File: config.mk
export PLATFORM = sky130hd
export DESIGN_NAME = div_tick_ctrl
export DESIGN_NICKNAME = d
export VERILOG_FILES = /design/src/rtl/div_tick_pkg.sv /design/src/rtl/div_mod_cnt.sv /design/src/rtl/div_tick_ctrl.sv
export SDC_FILE = /design/constraint.sdc
export NUM_CORES = 1
export LEC_CHECK = 0
export CAP_MARGIN = 40
export CELL_PAD_IN_SITES_DETAIL_PLACEMENT = 0
export CELL_PAD_IN_SITES_GLOBAL_PLACEMENT = 1
export CORE_MARGIN = 2
export CORE_UTILIZATION = 40
export DETAILED_ROUTE_END_ITERATION = 7
export GPL_TIMING_DRIVEN = 0
export PLACE_DENSITY_LB_ADDON = 0.1
export SLEW_MARGIN = 20
export SYNTH_ARGS = -nofsm -noshare
export SYNTH_HDL_FRONTEND = slang
export SYNTH_HIERARCHICAL = 1
export SYNTH_SLANG_ARGS = --single-unit
File: constraint.sdc
create_clock -name clk -period 3.44 [get_ports clk]
set_input_delay 0.688 -clock clk [delete_from_list [all_inputs] [get_ports clk]]
set_output_delay 0.688 -clock clk [all_outputs]
set_load 0.005 [all_outputs]
File: src/rtl/div_tick_pkg.sv
// Shared definitions for the divided-tick burst controller:
// FSM state encoding and the configuration values restored on reset.
package div_tick_pkg;

  typedef enum logic [1:0] {
    IDLE = 2'b00,
    RUN  = 2'b01,
    DONE = 2'b10
  } state_t;

  // Stored divisor and burst count after reset
  localparam int RST_DIV   = 3;
  localparam int RST_COUNT = 1;

endpackage

File: src/rtl/div_mod_cnt.sv
// Modulo-N phase counter with synchronous clear and count enable.
// wrap flags the last phase of a period (phase == modulus-1); the
// caller guarantees modulus >= 1.
module div_mod_cnt #(
  parameter int W = 8
) (
  input  logic         clk,
  input  logic         rst,
  input  logic         clr,
  input  logic         en,
  input  logic [W-1:0] modulus,
  output logic [W-1:0] phase,
  output logic         wrap
);

  assign wrap = (phase == (modulus - W'(1)));

  // Phase register: clear wins over counting, wraps to 0 after modulus-1
  always_ff @(posedge clk or posedge rst) begin
    if (rst) begin
      phase <= '0;
    end else if (clr) begin
      phase <= '0;
    end else if (en) begin
      phase <= wrap ? '0 : phase + W'(1);
    end
  end

endmodule

File: src/rtl/div_tick_ctrl.sv
// Divided-tick burst controller.
// Emits a one-cycle tick every N cycles while in RUN, counts the ticks,
// and finishes the burst with a one-cycle done pulse once the configured
// number of ticks has been produced and the current period has ended.
// Optional build macro DIV_TICK_CTRL_CONT_EN: when defined, cfg_count==0
// means continuous mode (run until abort); otherwise 0 behaves as 1.
//
// state | meaning
// IDLE  | waiting; configuration accepted, start launches a burst
// RUN   | phase counter running, ticks emitted on phase 0
// DONE  | single cycle burst-complete indication
module div_tick_ctrl
  import div_tick_pkg::*;
#(
  parameter int DIV_W = 8,
  parameter int CNT_W = 8
) (
  input  logic             clk,
  input  logic             rst,
  input  logic             cfg_valid,
  output logic             cfg_ready,
  input  logic [DIV_W-1:0] cfg_div,
  input  logic [CNT_W-1:0] cfg_count,
  input  logic             start,
  input  logic             abort,
  output logic             tick,
  output logic             busy,
  output logic             done,
  output logic [CNT_W-1:0] tick_count
);

  state_t             state;
  state_t             state_nxt;
  logic [DIV_W-1:0]   div_q;
  logic [CNT_W-1:0]   count_q;
  logic [DIV_W-1:0]   div_eff;
  logic [DIV_W-1:0]   phase;
  logic               wrap;
  logic               cfg_load;
  logic               start_go;
  logic               run_tick;
  logic [CNT_W-1:0]   cnt_inc;
  logic [CNT_W-1:0]   cnt_after;
  logic               complete;

  assign cfg_load = cfg_valid && (state == IDLE);
  assign start_go = (state == IDLE) && start && !abort;
  assign run_tick = (state == RUN) && (phase == '0);

  // Divisors 0 and 1 both mean a tick on every RUN cycle
  assign div_eff = (div_q <= DIV_W'(1)) ? DIV_W'(1) : div_q;

  // Tick count as it will stand after this cycle, saturating at all-ones
  assign cnt_inc   = (&tick_count) ? tick_count : tick_count + CNT_W'(1);
  assign cnt_after = run_tick ? cnt_inc : tick_count;

`ifdef DIV_TICK_CTRL_CONT_EN
  assign complete = wrap && (count_q != '0) && (cnt_after >= count_q);
`else
  assign complete = wrap &&
                    (cnt_after >= ((count_q == '0) ? CNT_W'(1) : count_q));
`endif

  div_mod_cnt #(
    .W (DIV_W)
  ) u_mod_cnt (
    .clk     (clk),
    .rst     (rst),
    .clr     (start_go),
    .en      (state == RUN),
    .modulus (div_eff),
    .phase   (phase),
    .wrap    (wrap)
  );

  // State register
  always_ff @(posedge clk or posedge rst) begin
    if (rst) begin
      state <= IDLE;
    end else begin
      state <= state_nxt;
    end
  end

  // Next-state decode and Moore outputs; abort outranks completion in RUN
  always_comb begin
    state_nxt = state;
    cfg_ready = 1'b0;
    tick      = 1'b0;
    busy      = 1'b0;
    done      = 1'b0;
    case (state)
      IDLE: begin
        cfg_ready = 1'b1;
        if (start && !abort) state_nxt = RUN;
      end
      RUN: begin
        busy = 1'b1;
        tick = run_tick;
        if (abort)         state_nxt = IDLE;
        else if (complete) state_nxt = DONE;
      end
      DONE: begin
        done      = 1'b1;
        state_nxt = IDLE;
      end
      default: state_nxt = IDLE;
    endcase
  end

  // Configuration registers, written only through the IDLE handshake
  always_ff @(posedge clk or posedge rst) begin
    if (rst) begin
      div_q   <= DIV_W'(RST_DIV);
      count_q <= CNT_W'(RST_COUNT);
    end else if (cfg_load) begin
      div_q   <= cfg_div;
      count_q <= cfg_count;
    end
  end

  // Tick counter: cleared on burst launch, held after the burst ends
  always_ff @(posedge clk or posedge rst) begin
    if (rst) begin
      tick_count <= '0;
    end else if (start_go) begin
      tick_count <= '0;
    end else if (run_tick) begin
      tick_count <= cnt_inc;
    end
  end

endmodule

==> impl_metrics.json <==
{
  "status": "finished clean",
  "clockRootBuffer": "clkbuf_8",
  "p_leak_nw": 1.190,
  "crit_buf_inv": 1,
  "slew_headroom_pct": 64.62,
  "synth_nets": 264,
  "slew_violations": 0,
  "finalCritPeriodShare_pct": 93.49,
  "syn_area_mm2": 0.002215,
  "p_sw_share_pct": 39.53,
  "synth.top_cell.area_share_pct": 35.03,
  "grt_pass1_wl_um": 8445,
  "ys_ff_latch": 34,
  "hold_path_class": "flip-flop to flip-flop",
  "n_antenna_cell": 0,
  "final_util_pct": 50.24,
  "clkPwrFrac_pct": 15.4,
  "cts_tree": "done",
  "p_per_area_mw_per_mm2": 747.1,
  "worstPathCellList": "or4_1 > or3_1 > buf_6 > nor2_1 > xnor2_1 > ha_1 > nand2b_1 > a2111oi_1 > o31ai_1 > and3_1",
  "crit_required_ns": 3.62,
  "end_kind": "flip-flop",
  "syn_area_per_cell_um2": 9.546,
  "critical_path_class": "flip-flop to flip-flop",
  "viasPerCell": 5.249,
  "wl_per_cell_um": 14.17,
  "place_hpwl_um": 3732,
  "gr-usage-all-layers_pct": 17.55,
  "p_comb_share_pct": 51.4,
  "tightest_slew_ns": 0.5293,
  "grt_setup_unrepaired": "no",
  "max_freq_mhz": 310.9,
  "cts_hold_buf": 0,
  "ys_types": 49,
  "htree_num_levels": 2,
  "nets": 304,
  "grt_max_degree": 19,
  "area_growth_pct": 23.39,
  "final_cells": 345,
  "clkTransAtPathRegs_ns": 0.07,
  "grt.overflow.total": 0,
  "cts_buffer_depth": 2,
  "crit_fanout": 6,
  "finalHoldViolCount": 0,
  "yosysSeqAreaShare_pct": 38.59,
  "fin_crit_ns": 3.216,
  "drt_iter0_drc": 45,
  "drc": 0,
  "slowest_stage": "a2111oi_1",
  "dp_cells": 337,
  "cts_sinks": 34,
  "holdWs_ns": 0.5465,
  "clk_latency_ns": 0.30,
  "num_io_pins": 33,
  "drive_gt1_share_pct": 12.82,
  "io_buffers": 32,
  "grt_pass1_vias": 1867,
  "ys.flop_type": "dfrtp_1",
  "worstSetupStartpointType": "flip-flop",
  "antenna_found_initial": 0,
  "postSynth.asyncResetShare_pct": 100.0,
  "irDropWorstVdd_mv": 0.3624,
  "final_antenna_net_count": 0,
  "cap_violations": 0,
  "core-area_mm2": 0.005439,
  "setup-tns-final_ns": 0,
  "wirelength_um": 4890,
  "skew_ns": 0.008206,
  "initial_utilization_pct": 40.72,
  "p_sw_w": 0.0008070,
  "drtPass1Iterations": 4,
  "syn_inst": 232,
  "slowest_delay_ns": 0.55,
  "rows": 27,
  "crit_arrival_ns": 3.40,
  "yosys_warnings": 6,
  "setup_violations": 0,
  "synth.area.top_cells": "dfrtp_1, ha_1, mux2_2, xnor2_1, dfstp_2",
  "cts_made_buffers": 5,
  "cpLargestDelayFamily": "simple AND/OR/NAND/NOR gates",
  "die_x_um": 78.41,
  "synth_edf_count": 0,
  "fp.dieArea_mm2": 0.006148,
  "dieHeight_um": 78.41,
  "seqPwrFrac_pct": 33.2,
  "finalWeightedCongestion": 0.7468,
  "synth_top_cell_by_area": "dfrtp_1",
  "via_count": 1811,
  "p_int_w": 0.001235
}
## registers in the layout (all words and copies together), names as in the netlist
| register | count |
|---|---|
| count_q | 8 |
| div_q | 8 |
| state | 2 |
| tick_count | 8 |
| u_mod_cnt/phase | 8 |
## power by group through the flow
stage / sequential [W] / combinational [W] / clock (W)
after floorplan: 0.000650 / 0.000806 / 0
after global placement: 0.000685 / 0.00104 / 0
after detailed placement: 0.000687 / 0.00105 / 0
after CTS: 0.000680 / 0.00106 / 0.000328
after global routing: 0.000700 / 0.00119 / 0.000348
final: 0.000678 / 0.00105 / 0.000315
## synthesized netlist by cell type (2+ instances only)
library cell,count
nand2_1,16
or3_1,3
mux2i_1,6
nand3b_1,2
nor4_1,4
a22o_1,2
nand4_1,4
mux2_2,9
inv_1,17
or2_2,4
o21ai_0,10
a21oi_1,13
dfstp_2,3
ha_1,11
nor3_1,4
or4_1,2
nand3_1,9
nand2b_1,4
and3_1,7
and2_1,2
buf_6,2
clkbuf_1,11
o31ai_1,2
xnor2_1,11
or4_4,2
dfrtp_1,31
o21a_1,2
xor2_1,4
a31oi_1,2
nor2b_1,5
nor2_1,10
## cell usage in the layout, fill, tap and decap left out, drive strengths merged, types with 5 or more instances in the layout
| cell type | count |
|---|---|
| clkdlybuf4s50 | 32 |
| dfrtp | 31 |
| clkbuf | 18 |
| inv | 17 |
| nand2 | 16 |
| a21oi | 13 |
| xnor2 | 11 |
| ha | 11 |
| nor2 | 10 |
| o21ai | 10 |
| mux2 | 9 |
| nand3 | 9 |
| and3 | 7 |
| mux2i | 6 |
| nor2b | 5 |
| nand4 | 5 |
| nor3 | 5 |
| nor4 | 5 |
## layout make-up
cell class | count | area [um^2]
tap | 72 | 90.09
inverter | 18 | 80.08
clock inverter | 1 | 5.005
sequential | 34 | 854.6
buffer | 13 | 63.81
clock buffer | 7 | 86.33
timing repair buffer | 33 | 335.3
multi-input combinational | 167 | 1217
fill | 540 | 2706
## cell families (layout without fill, tap and decap cells)
logic type | after synthesis | after routing | synth area share [%]
AOI/OAI and AO/OA | 42 | 42 | 13.45
xor gates and xnor gates | 15 | 15 | 5.932
adders and majority gates | 11 | 11 | 6.215
buffers and inverters | 31 | 72 | 6.497
DFF | 34 | 34 | 38.59
muxes | 15 | 15 | 7.288
and+or+nand+nor | 84 | 84 | 22.03
## worst reg2reg max path, stage by stage (launching register included)
cell and delay (ns):
dfrtp_1 0.45, or4_1 0.52, or3_1 0.37, buf_6 0.16, nor2_1 0.21, xnor2_1 0.15, ha_1 0.24, nand2b_1 0.14
a2111oi_1 0.55, o31ai_1 0.11, and3_1 0.20
## per-layer routing
layer	GRT usage, %	vias to the layer above	share of wire [%]	wire length, um
met5	0	-	0	0
met4	7.544	0	1.7	85
met3	3.563	7	2.7	130
li1	-	902	-	-
met1	20.65	883	45	2182
met2	30.95	19	51	2491
## path summary, 6_finish.rpt
path | cells past startpoint | to | start | slack (ns)
setup / recovery | 10 | state[1]$_DFFE_PP0P_ | u_mod_cnt/phase[0]$_DFFE_PP0P_ | 0.22
max in group asynchronous | 3 | div_q[0]$_DFFE_PP1P_ | rst | 2.20
min in group asynchronous | 2 | u_mod_cnt/phase[4]$_DFFE_PP0P_ | rst | 0.67
setup reg to reg | 10 | state[1]$_DFFE_PP0P_ | u_mod_cnt/phase[0]$_DFFE_PP0P_ | 0.22
hold / removal | 1 | u_mod_cnt/phase[7]$_DFFE_PP0P_ | u_mod_cnt/phase[7]$_DFFE_PP0P_ | 0.55
hold reg to reg | 1 | u_mod_cnt/phase[7]$_DFFE_PP0P_ | u_mod_cnt/phase[7]$_DFFE_PP0P_ | 0.55
## through the flow
step | setup WS, ns | power [W] | area (um^2)
5_1_grt | 0.01619 | 0.002238 | 2733
3_3_place_gp | 0.1152 | 0.001724 | 2625
4_1_cts | 0.08323 | 0.002068 | 2731
6_report | 0.2238 | 0.002042 | 2733
2_1_floorplan | 0.4960 | 0.001455 | 2215
3_5_place_dp | 0.1108 | 0.001741 | 2640
## repair_timing
item,in CTS,in global routing
buffers inserted,0,0
gates resized for setup,0,1
endpoints found under the setup margin,0,2
Note: power is estimated with default switching activity, not from simulation.
==> edit 1: new RTL, same flow settings <==
The parameter `CNT_W` goes from 8 to 7.
--- a/src/rtl/div_tick_ctrl.sv
+++ b/src/rtl/div_tick_ctrl.sv
@@ -15,3 +15,3 @@
   parameter int DIV_W = 8,
-  parameter int CNT_W = 8
+  parameter int CNT_W = 7
 ) (
Ports: changed (resized cfg_count and tick_count); port bits go from 33 to 31. The function was not compared with the original's and may differ.
==> edit 1 against the original RTL <==
  * Critical path depth increased by 1
  * Area after synthesis decreased by 5.4%
  * Sequential share of layout area decreased by 0.18 points
  * Wire length decreased by 7.6%
  * Final area decreased by 5.3%
  * Worst setup slack improved by 0.32 ns
  * Sequential cell count decreased by 2
Power is not compared: it rests on default switching activity, and its combinational part moved more than twofold at a synthesized area within 25%.
==> edit 1: results (changes against the original RTL) <==
stage,metric,value,unit,change
synth,Mapped Nets,250,,-5.3%
finish,ratio of cells with drive above 1 in the final layout,0.1506,,+0.02237
worst_setup_path,worst-path maximum fanout,7,,+1
placement,Detail Placement HPWL,3.432,mm,-8.0%
synth,"Seq/Total Area, Yosys",0.3841,,-0.001766
global_route,Total Routing Usage GR,0.1670,,-0.008475
timing,clk_skew,0.005394,ns,-0.002812 ns
outcome,status,finished clean,,
placement,port bufs,30,,-6.3%
routing,vias per inst,5.073,,-3.4%
placement,Cell Count Post-Placement,321,,-4.7%
power,Static Leak,1.106,nW,
synth,most frequent cells after synthesis,"29 x dfrtp_1, 22 x nand2_1, 15 x nor2_1, 14 x inv_1, 11 x clkbuf_1",,
synth,top post-synthesis cells by area,"dfrtp_1 35%, ha_1 6.0%, mux2_2 5.4%, nand2_1 3.9%, dfstp_2 3.8%",,
worst_setup_path,Critical Path AT,3.07,ns,-0.33 ns
global_route,largest net degree at the start of global routing,14,,-5
routing,DR vias,1669,,-7.8%
synth,distinct cell type count after synthesis,47,,-4.1%
global_route,first-pass GRT wire length,7.776,mm,-7.9%
global_route,Global Route met1 Usage,0.2235,,+0.01693
routing,DR WL met3,119,um,-8.5%
placement,gpl congestion,0.7580,,+1.5%
finish,final net count,288,,-5.3%
global_route,GRT met3 Usage,0.04265,,+0.007022
routing,routed wl met2,2.242,mm,-10%
timing,worst slew pin tran,0.6077,ns,+0.07833 ns
placement,pre-CTS setup slack,0.5486,ns,+0.4378 ns
global_route,number of global-route vias before repair,1649,,-12%
routing,met1 wire length,2.126,mm,-2.6%
synth,syn_area_per_cell,9.520,um^2,-0.27%
global_route,GRT met2 Usage,0.2699,,-0.03957
placement,placed cell areas,2497,um^2,-5.4%
-- edit 1: final cells by class --
cell class / count / area [um^2]
multi-input combinational: 161 / 1176
sequential: 32 / 804.5
clock buffer: 8 / 90.09
fill: 486 / 2487
timing repair buffer: 31 / 315.3
inverter: 14 / 52.55
buffer: 13 / 61.31
tap: 70 / 87.58
-- edit 1: worst paths after layout --
check / startpoint / slack, ns / cells after the start / endpoint
min: state[1] / 0.52 / 1 / state[1]
min in group asynchronous: rst / 0.69 / 2 / u_mod_cnt/phase[0]
min reg2reg: state[1] / 0.52 / 1 / state[1]
max reg2reg: tick_count[0] / 0.55 / 11 / state[0]
max: tick_count[0] / 0.55 / 11 / state[0]
max in group asynchronous: rst / 2.13 / 3 / div_q[0]
-- edit 1: where the power goes --
part           total [W]  switching [W]  internal, W
clock           0.000303       0.000140     0.000163
combinational   0.000264       0.000129     0.000135
sequential      0.000472      0.0000509     0.000421
total            0.00104       0.000320     0.000720
-- edit 1: logic make-up (layout without fill, tap and decap cells) --
| group | after synthesis | count (layout) | share of synthesized area |
|---|---|---|---|
| xor gates and xnor gates | 10 | 10 | 0.04181 |
| buffers and inverters | 27 | 66 | 0.05436 |
| and+or+nand+nor | 86 | 86 | 0.2282 |
| adders and majority gates | 10 | 10 | 0.05974 |
| AOI/OAI and AO/OA | 39 | 39 | 0.1493 |
| DFF | 32 | 32 | 0.3841 |
| muxes | 16 | 16 | 0.08244 |
-- edit 1: critical path, stage by stage (launching register included) --
cell and delay (ns):
dfrtp_1 0.46, ha_1 0.27, and3_1 0.20, and3_1 0.20, buf_8 0.13, nor2_1 0.29, mux2_2 0.39, ha_1 0.27
nand2_1 0.04, o21ai_0 0.17, a21oi_1 0.11, o221a_2 0.25
==> edit 2: new RTL, same settings <==
Without the edit above. Encoding of `state_t`: now one-hot (3 bits for 3 states).
--- a/src/rtl/div_tick_pkg.sv
+++ b/src/rtl/div_tick_pkg.sv
@@ -4,6 +4,6 @@
 
-  typedef enum logic [1:0] {
-    IDLE = 2'b00,
-    RUN  = 2'b01,
-    DONE = 2'b10
+  typedef enum logic [2:0] {
+    IDLE = 3'b001,
+    RUN  = 3'b010,
+    DONE = 3'b100
   } state_t;
Check against the original RTL: no difference found for any inputs over 10 cycles, from zero or initial values and one cycle with rst high; not proved beyond that.
==> edit 2 against the original RTL <==
  * Non-clock buffer count is the same
  * Synthesized cell count increased by 0.43%
  * Critical path type unchanged
  * Via count decreased by 0.77%
  * Worst setup slack worse by 0.043 ns
  * Hold slack lost 0.0095 ns
  * Maximum frequency down 1.3%
  * Area after synthesis is 0.62% higher
  * Wire length about the same
  * Sequential cell count rose by 1
  * Critical endpoint is now state[2]
  * Final area increased by 0.55%
Power is not compared: it rests on default switching activity, and its combinational part moved more than twofold at a synthesized area within 25%.
==> edit 2: results (changes against the original RTL) <==
stage,metric,value,unit,change
timing,clk_skew,0.005089,ns,-0.003117 ns
worst_setup_path,Critical Path AT,3.43,ns,+0.03 ns
finish,final net count,305,,+0.33%
routing,wire per inst,14.14,um,-0.25%
synth,"Seq/Total Area, Yosys",0.3953,,+0.009408
timing,max_slew headroom,0.6969,,+0.05065
global_route,Total Routing Usage GR,0.1678,,-0.007715
routing,vias per inst,5.194,,-1.1%
timing,final hold slack,0.5370,ns,-0.009518 ns
worst_setup_path,reg-to-reg startpoint,u_mod_cnt/phase[3],,
finish,clock network area share,0.02960,,-0.003826
finish,buffer share of cell area,0.1457,,-0.0003431
finish,ratio of cells with drive above 1 in the final layout,0.1314,,+0.003182
routing,Post-Route WL,4.892,mm,about the same
synth,distinct cell type count after synthesis,52,,+6.1%
global_route,initial antenna violation count,0,,unchanged
worst_setup_path,CP max stage cell,or4_1,,
routing,DRT iter0 DRCs,74,,+64%
finish,fill count,551,,+2.0%
synth,top post-synthesis cells by area,"dfrtp_1 35%, ha_1 6.2%, dfstp_2 4.7%, mux2_2 4.5%, xnor2_1 3.5%",,
outcome,status,finished clean,,
finish,flip-flop and latch count,35,,+2.9%
worst_setup_path,reg-to-reg endpoint,state[2],,
synth,Mapped Nets,265,,+0.38%
synth,syn_area_per_cell,9.564,um^2,+0.19%
min_path,min-delay src,div_q[6],,
finish,post-layout util,0.5052,,+0.002761
cts,worst skew pair latency,0.28,ns,-0.02 ns
worst_setup_path,Worst R2R Path Depth,9,,-1
finish,area of the multi-input gates,1227,um^2,+0.82%
global_route,largest net degree at the start of global routing,20,,+1
min_path,Hold Path End,div_q[6],,
power,Max VDD drop,0.1959,mV,
placement,Cell Count Post-Placement,338,,+0.30%
global_route,number of global-route vias before repair,1752,,-6.2%
placement,gpl congestion,0.7871,,+5.4%
placement,placed cell areas,2654,um^2,+0.52%
placement,Detail Placement HPWL,3.755,mm,+0.63%
==> edit 2: changes by cell type after synthesis, moves of 2 or more <==
cell     unedited run  this run
o21ai_0            10        13
o21a_1              2         0
a31oi_1             2         0
and3_1              7         4
nand3_1             9         7
xnor2_1            11         9
a21oi_1            13        15
or2_2               4         1
nor3_1              4         7
nor3b_1             0         2
==> edit 2: layer usage <==
| layer | vias to the layer above | routed length [um] | track usage |
|---|---|---|---|
| met2 | 21 | 2478 | 0.2812 |
| met1 | 863 | 2251 | 0.2167 |
| met5 | - | 0 | 0 |
| li1 | 911 | - | - |
| met4 | 0 | 28 | 0.05614 |
| met3 | 2 | 133 | 0.03218 |
==> edit 2: power by group <==
part	switching [W]	internal, W	leakage, nW
sequential	0.0000345	0.000464	0.448
combinational	0.000156	0.000158	0.692
clock	0.000144	0.000142	0.0422
==> edit 2: how the worst max path moves through the flow <==
stage                                  start        to  slack [ns]  cells after the start
after global routing      u_mod_cnt/phase[0]  state[2]        0.05                      9
after floorplan           u_mod_cnt/phase[0]  state[2]        0.39                      9
after CTS                 u_mod_cnt/phase[3]  state[1]        0.06                      9
after detailed placement  u_mod_cnt/phase[3]  state[1]        0.08                      9
final                     u_mod_cnt/phase[3]  state[2]        0.18                      9
after global placement    u_mod_cnt/phase[0]  state[1]        0.10                      9
==> edit 2: cells by family (layout without fill, tap and decap cells) <==
family | after synthesis | count (layout) | synth area share
AO/OA/AOI/OAI | 46 | 46 | 0.1437
XOR/XNOR | 12 | 12 | 0.04717
adder cells (fa/ha/maj) | 11 | 11 | 0.06176
buffers and inverters | 31 | 72 | 0.05951
flip-flops | 35 | 35 | 0.3953
multiplexers | 15 | 15 | 0.07299
AND/OR/NAND/NOR | 83 | 83 | 0.2195
